File: src/rtl/decode_stage_pipe.sv
// decode_stage_pipe: RISC-V ID stage with register file, WB bypass, load-use bubble
// and a valid/ready output register towards execute.
module decode_stage_pipe #(
   parameter int XLEN = 32,
   parameter int REG_CNT = 32,
   parameter bit BYPASS = 1'b1,
   parameter bit LOAD_USE_STALL = 1'b1,
   localparam int RAW = $clog2(REG_CNT)
) (
   input  logic            clk2,
   input  logic            rst,
   input  logic            in_valid,
   output logic            in_ready,
   input  logic [31:0]     instr,
   input  logic            flush,
   input  logic            wb_en,
   input  logic [RAW-1:0]  wb_addr,
   input  logic [XLEN-1:0] wb_data,
   input  logic            ex_ready,
   output logic            out_valid,
   output logic [31:0]     out_instr,
   output logic [XLEN-1:0] out_a,
   output logic [XLEN-1:0] out_b,
   output logic [XLEN-1:0] out_imm,
   output logic [7:0]      out_ctrl,
   output logic            out_illegal
);
   logic [XLEN-1:0] regs [REG_CNT];
   logic [RAW-1:0]  rs1, rs2;
   logic [XLEN-1:0] rd_a, rd_b, i_imm, s_imm, imm;
   logic [6:0]      op, f7;
   logic [2:0]      f3;
   logic [4:0]      rd;
   logic [3:0]      alu;
   logic [7:0]      ctrl;
   logic            is_r, is_i, is_ld, is_st, alu_ok, legal, haz, adv;

   always_ff @(posedge clk2 or negedge rst)
      if (!rst) for (int i = 0; i < REG_CNT; i++) regs[i] <= '0;
      else if (wb_en && wb_addr != '0) regs[wb_addr] <= wb_data;

   assign rs1  = instr[15 +: RAW];
   assign rs2  = instr[20 +: RAW];
   assign rd_a = (rs1 == '0) ? '0 : (BYPASS && wb_en && wb_addr == rs1) ? wb_data : regs[rs1];
   assign rd_b = (rs2 == '0) ? '0 : (BYPASS && wb_en && wb_addr == rs2) ? wb_data : regs[rs2];

   assign op    = instr[6:0];
   assign f3    = instr[14:12];
   assign f7    = instr[31:25];
   assign is_r  = op == 7'b0110011;
   assign is_i  = op == 7'b0010011;
   assign is_ld = op == 7'b0000011;
   assign is_st = op == 7'b0100011;
   assign i_imm = {{(XLEN-12){instr[31]}}, instr[31:20]};
   assign s_imm = {{(XLEN-12){instr[31]}}, instr[31:25], instr[11:7]};

   // funct7 only matters for ADD/SUB (R-type) and for the shift encodings
   always_comb begin
      alu = 4'd0;
      alu_ok = 1'b1;
      case (f3)
         3'b000: begin
            alu = (is_r && f7 == 7'h20) ? 4'd1 : 4'd0;
            alu_ok = !is_r || f7 == 7'h00 || f7 == 7'h20;
         end
         3'b111: alu = 4'd2;
         3'b110: alu = 4'd3;
         3'b100: alu = 4'd4;
         3'b010: alu = 4'd5;
         3'b001: begin
            alu = 4'd6;
            alu_ok = is_r || f7 == 7'h00;
         end
         3'b101: begin
            alu = (f7 == 7'h20) ? 4'd8 : 4'd7;
            alu_ok = f7 == 7'h00 || f7 == 7'h20;
         end
         default: alu_ok = 1'b0;
      endcase
   end

   assign legal = ((is_r || is_i) && alu_ok) || ((is_ld || is_st) && f3 == 3'b010);
   assign ctrl  = !legal ? 8'h00 : (is_r || is_i) ? {alu, is_i, 1'b0, 1'b1, 1'b0} :
                  is_ld ? 8'h0B : 8'h0C;
   assign imm   = (!legal || is_r) ? '0 : is_st ? s_imm : i_imm;

   // load-use: a load sitting in out_* whose rd feeds the incoming instr
   assign rd  = out_instr[11:7];
   assign haz = LOAD_USE_STALL && out_valid && out_ctrl[0] && rd != 5'd0 &&
                (((is_r || is_i || is_ld || is_st) && rd == instr[19:15]) ||
                 ((is_r || is_st) && rd == instr[24:20]));
   assign adv      = !out_valid || ex_ready;
   assign in_ready = flush || (adv && !haz);

   always_ff @(posedge clk2 or negedge rst)
      if (!rst) begin
         out_valid   <= 1'b0;
         out_instr   <= '0;
         out_a       <= '0;
         out_b       <= '0;
         out_imm     <= '0;
         out_ctrl    <= '0;
         out_illegal <= 1'b0;
      end else if (flush || (adv && (haz || !in_valid))) out_valid <= 1'b0;
      else if (adv) begin
         out_valid   <= 1'b1;
         out_instr   <= instr;
         out_a       <= rd_a;
         out_b       <= rd_b;
         out_imm     <= imm;
         out_ctrl    <= ctrl;
         out_illegal <= !legal;
      end
endmodule

File: config.mk
export PLATFORM = sky130hd
export DESIGN_NAME = decode_stage_pipe
export DESIGN_NICKNAME = d
export VERILOG_FILES = /design/src/rtl/decode_stage_pipe.sv
export SDC_FILE = /design/constraint.sdc
export NUM_CORES = 2
export LEC_CHECK = 0
export CAP_MARGIN = 20
export CORE_MARGIN = 3
export CORE_UTILIZATION = 40
export CTS_CLUSTER_DIAMETER = 40
export DETAILED_ROUTE_END_ITERATION = 16
export SYNTH_ARGS = -nofsm -noshare
export SYNTH_HDL_FRONTEND = slang
export SYNTH_SLANG_ARGS = --single-unit
File: constraint.sdc
create_clock -name clk2 -period 3.4 [get_ports clk2]
set_input_delay 0.51 -clock clk2 [delete_from_list [all_inputs] [get_ports clk2]]
set_output_delay 0.51 -clock clk2 [all_outputs]
set_load 0.05 [all_outputs]
==> results summary <==
The number of global-route vias before repair came to 39908. The critical path in this run is classified as reg2reg. The HPWL after detailed placement came out at 121000 um.

The run finished with clean final reports. In the finished design, the share of the clock period the worst path needs comes to 0.980. The worst clock skew is 0.0318 ns. For this run, design rule violations remaining after detail routing come to 0.

The average detailed-routed wire length per instance is 31.3 um. The routed layout has 39219 vias. The count of cells along the worst register-to-register path came out at 6. The static leakage power is 31.0 nW. Setup repair after global routing left no endpoint under its margin. The number of buffer cells added on primary ports is 213. Measured along the y axis, the die boundary spans 391 um. The remaining global-route overflow is 0. The first routing iteration left 3845 violations. The number of nets handed over by synthesis was 4139. At the pin with the least slew margin, the transition time is 1.24 ns.

The cell total after placement is 5963. The number of nets still failing antenna checks after routing is 0. The async set or reset register ratio after synthesis came out at 1.00. Sorting the synthesized cells by area gives the leading types as sky130_fd_sc_hd__dfrtp_1 (48%), sky130_fd_sc_hd__mux2_2 (19%), sky130_fd_sc_hd__mux4_2 (19%), sky130_fd_sc_hd__mux2i_1 (2.7%), sky130_fd_sc_hd__nand2_1 (2.0%). The unique cell type count in the Yosys netlist came out at 55. The count of TritonRoute iterations in the first routing pass came out at 5. TritonCTS created 169 clock buffers. The filler cells instantiated in the layout total 12312.

After clock tree synthesis, the clock-pin slew on the worst setup and hold paths is 0.05 ns. The cell area that synthesis handed to floorplanning was 0.0594 mm^2. The core region is 0.147 mm^2. The number of enable-type register cells in the synthesized netlist came out at 0. The first-pass GRT wire length is 289000 um. Setup slack closes at 0.0694 ns. The count of cells in the finished layout, fillers not included, comes to 6288.

The worst register-to-register path begins at out_instr[8]. The total die area is 0.153 mm^2. The root buffer cell is sky130_fd_sc_hd__clkbuf_16.

Entering global routing, the biggest net connects 114 pins. The minimum clock period after layout is 3.33 ns. Based on the critical path, the design can be clocked at up to 300 MHz. STA puts the critical path data required time at 4.12 ns. The starting utilization of the core area is 0.405.

The insertion delay to the later sink of the worst-skew pair came out at 0.80 ns. The biggest area contributor in the post-synthesis netlist is sky130_fd_sc_hd__dfrtp_1. The area fraction of the dominant cell type after synthesis is 0.481.

The initial antenna violation count came out at 10. For this run, the leading register cell type out of synthesis is sky130_fd_sc_hd__dfrtp_1. The setup slack on the worst flop-to-flop path is 0.07 ns. The worst endpoint data arrival time is 4.05 ns. The endpoint identified for the worst register-to-register timing path is out_a[6].

The category of the worst setup path launch point is a flip-flop. The largest fanout of any net on the critical path is 8. STA classifies the critical path endpoint as a flip-flop.

For this design, the sink count on the clock tree is 1142. The worst-case headroom to the max-slew limit is 0.167. The mean area per synthesized cell came out at 14.6 um^2.

The floorplan die width came out at 391 um. The worst-case IR drop observed on VDD is 0.000405 V. Leaving out fill and tap cells, the most frequent cells in the layout are sky130_fd_sc_hd__dfrtp_1 (1142), sky130_fd_sc_hd__mux2_2 (1020), sky130_fd_sc_hd__mux4_2 (494), sky130_fd_sc_hd__nand2_1 (296), sky130_fd_sc_hd__clkdlybuf4s50_1 (201).

The warning count from the yosys run is 0. The share of the Yosys chip area taken by registers is 0.481. The number of max-slew violations in the final report is 0. The setup-violating endpoint count in the final report came out at 0. Synthesis produced a netlist whose cell count is 4064. Using the TritonRoute via totals, the vias-per-cell ratio works out to 6.24. The class of the worst hold path is in2reg.

The count of max-cap constraint violations is 0. In this run the count of I/O pins placed on the die edge is 214. The most critical setup path has its startpoint at out_instr[8]. The final hold violation count came out at 0. The clock passes through at most 3 buffers.

The clock tree from TritonCTS is built. The final weighted congestion in routability-driven placement is 0.823. The flop and latch count out of synthesis is 1142.

The share of final-layout standard cells stronger than drive strength 1 is 0.485. At the placement stage, the worst setup path has a slack of -0.000153 ns. Row generation in the floorplan step produced 140 rows. The total routing resource utilization after global routing is 0.258. The clock tree synthesis step divided the H-tree into 4 levels. The growth of design area from synthesis to finish came out at 20.6%. In the final design database the tool counted 4306 nets. For this block, the routed nets add up to 197000 um of wire. The power per cell area is 641 mW/mm^2. The library cell used most frequently in the layout, excluding fill and tap cells, is sky130_fd_sc_hd__dfrtp_1. The critical path endpoint is out_a[6].
## Yosys cell counts (31+ instances only)
cell type	instances
sky130_fd_sc_hd__nor3_1	35
sky130_fd_sc_hd__nor2_1	34
sky130_fd_sc_hd__buf_4	41
sky130_fd_sc_hd__and2_1	31
sky130_fd_sc_hd__o22ai_1	36
sky130_fd_sc_hd__a221oi_1	31
sky130_fd_sc_hd__mux2_2	1020
sky130_fd_sc_hd__mux4_2	494
sky130_fd_sc_hd__buf_2	53
sky130_fd_sc_hd__dfrtp_1	1142
sky130_fd_sc_hd__clkbuf_1	310
sky130_fd_sc_hd__buf_1	61
sky130_fd_sc_hd__a221o_1	61
sky130_fd_sc_hd__o221ai_1	32
sky130_fd_sc_hd__nand2_1	313
sky130_fd_sc_hd__mux2i_1	163
## metrics by stage
step	setup TNS [ns]	utilization	power, mW	hold slack [ns]	instance area, um^2
after global routing	0	0.488	47.7	0.253	71600
final	0	0.488	45.9	0.272	71600
after detailed placement	-0.000153	0.445	27.3	0.383	65200
after floorplan	0	-	24.1	0.214	59400
after global placement	-0.202	0.444	27.0	0.377	65000
after CTS	0	0.486	46.1	0.204	71300
## per-layer routing
layer  wire length (um)  global-route usage  vias up
met1              84500               0.368    21359
met2              91900               0.402     1605
met5                 17                   0        -
li1                   -                   -    15893
met3              14500              0.0490      360
met4               5620              0.0799        2
## critical path: stages (launching register included)
cell                       delay, ns
sky130_fd_sc_hd__dfrtp_1        0.45
sky130_fd_sc_hd__or4_1          0.54
sky130_fd_sc_hd__o2111a_1       0.38
sky130_fd_sc_hd__nand2_1        0.28
sky130_fd_sc_hd__nor3b_2        1.04
sky130_fd_sc_hd__buf_4          0.37
sky130_fd_sc_hd__a221o_1        0.17
## what timing repair did
action / CTS / global route
hold buffers: 1 / 0
gates resized for setup: 0 / 0
buffers inserted: 0 / 0
hold endpoints to repair: 28 / 0
endpoints found under the setup margin: 0 / 0
## flip-flops by register name, indices dropped and copies added, names as in the netlist
signal and flops:
out_b 32, out_a 32, out_ctrl 8, out_valid 1, regs 1024, out_instr 32, out_illegal 1, out_imm 12
## area by class of cell
class | count | area [um^2] | share of cell area
multi-input combinational | 2450 | 29100 | 0.406
timing repair buffer | 467 | 5490 | 0.0766
sequential | 1142 | 28600 | 0.399
tap | 1917 | 2400 | 0.0335
inverter | 1 | 6.26 | 0.0000874
clock buffer | 206 | 4660 | 0.0650
clock inverter | 102 | 1410 | 0.0197
antenna | 3 | 7.51 | 0.000105
## kinds of logic after synthesis
| group | after synthesis | synth area share |
|---|---|---|
| buffers and inverters | 472 | 0.0343 |
| AND/OR/NAND/NOR | 470 | 0.0342 |
| multiplexers | 1677 | 0.408 |
| flip-flops | 1142 | 0.481 |
| XOR/XNOR | 20 | 0.00295 |
| AO/OA/AOI/OAI | 283 | 0.0389 |
## how the worst min path moves through the flow
stage               start          to  cells after the start
2_1_floorplan         rst    out_a[0]                      0
3_5_place_dp    regs[994]   regs[994]                      0
5_1_grt         instr[22]  out_imm[2]                      3
4_1_cts         instr[22]  out_imm[2]                      3
3_3_place_gp   regs[1002]  regs[1002]                      0
6_report        instr[22]  out_imm[2]                      3
## report_power, final
part           internal, mW  total [mW]  switching, mW
clock                  11.8        18.7           6.85
combinational          5.09        9.05           3.96
sequential             16.2        18.1           1.99
total                  33.1        45.9           12.8
Note: power is estimated with default switching activity, not from simulation.
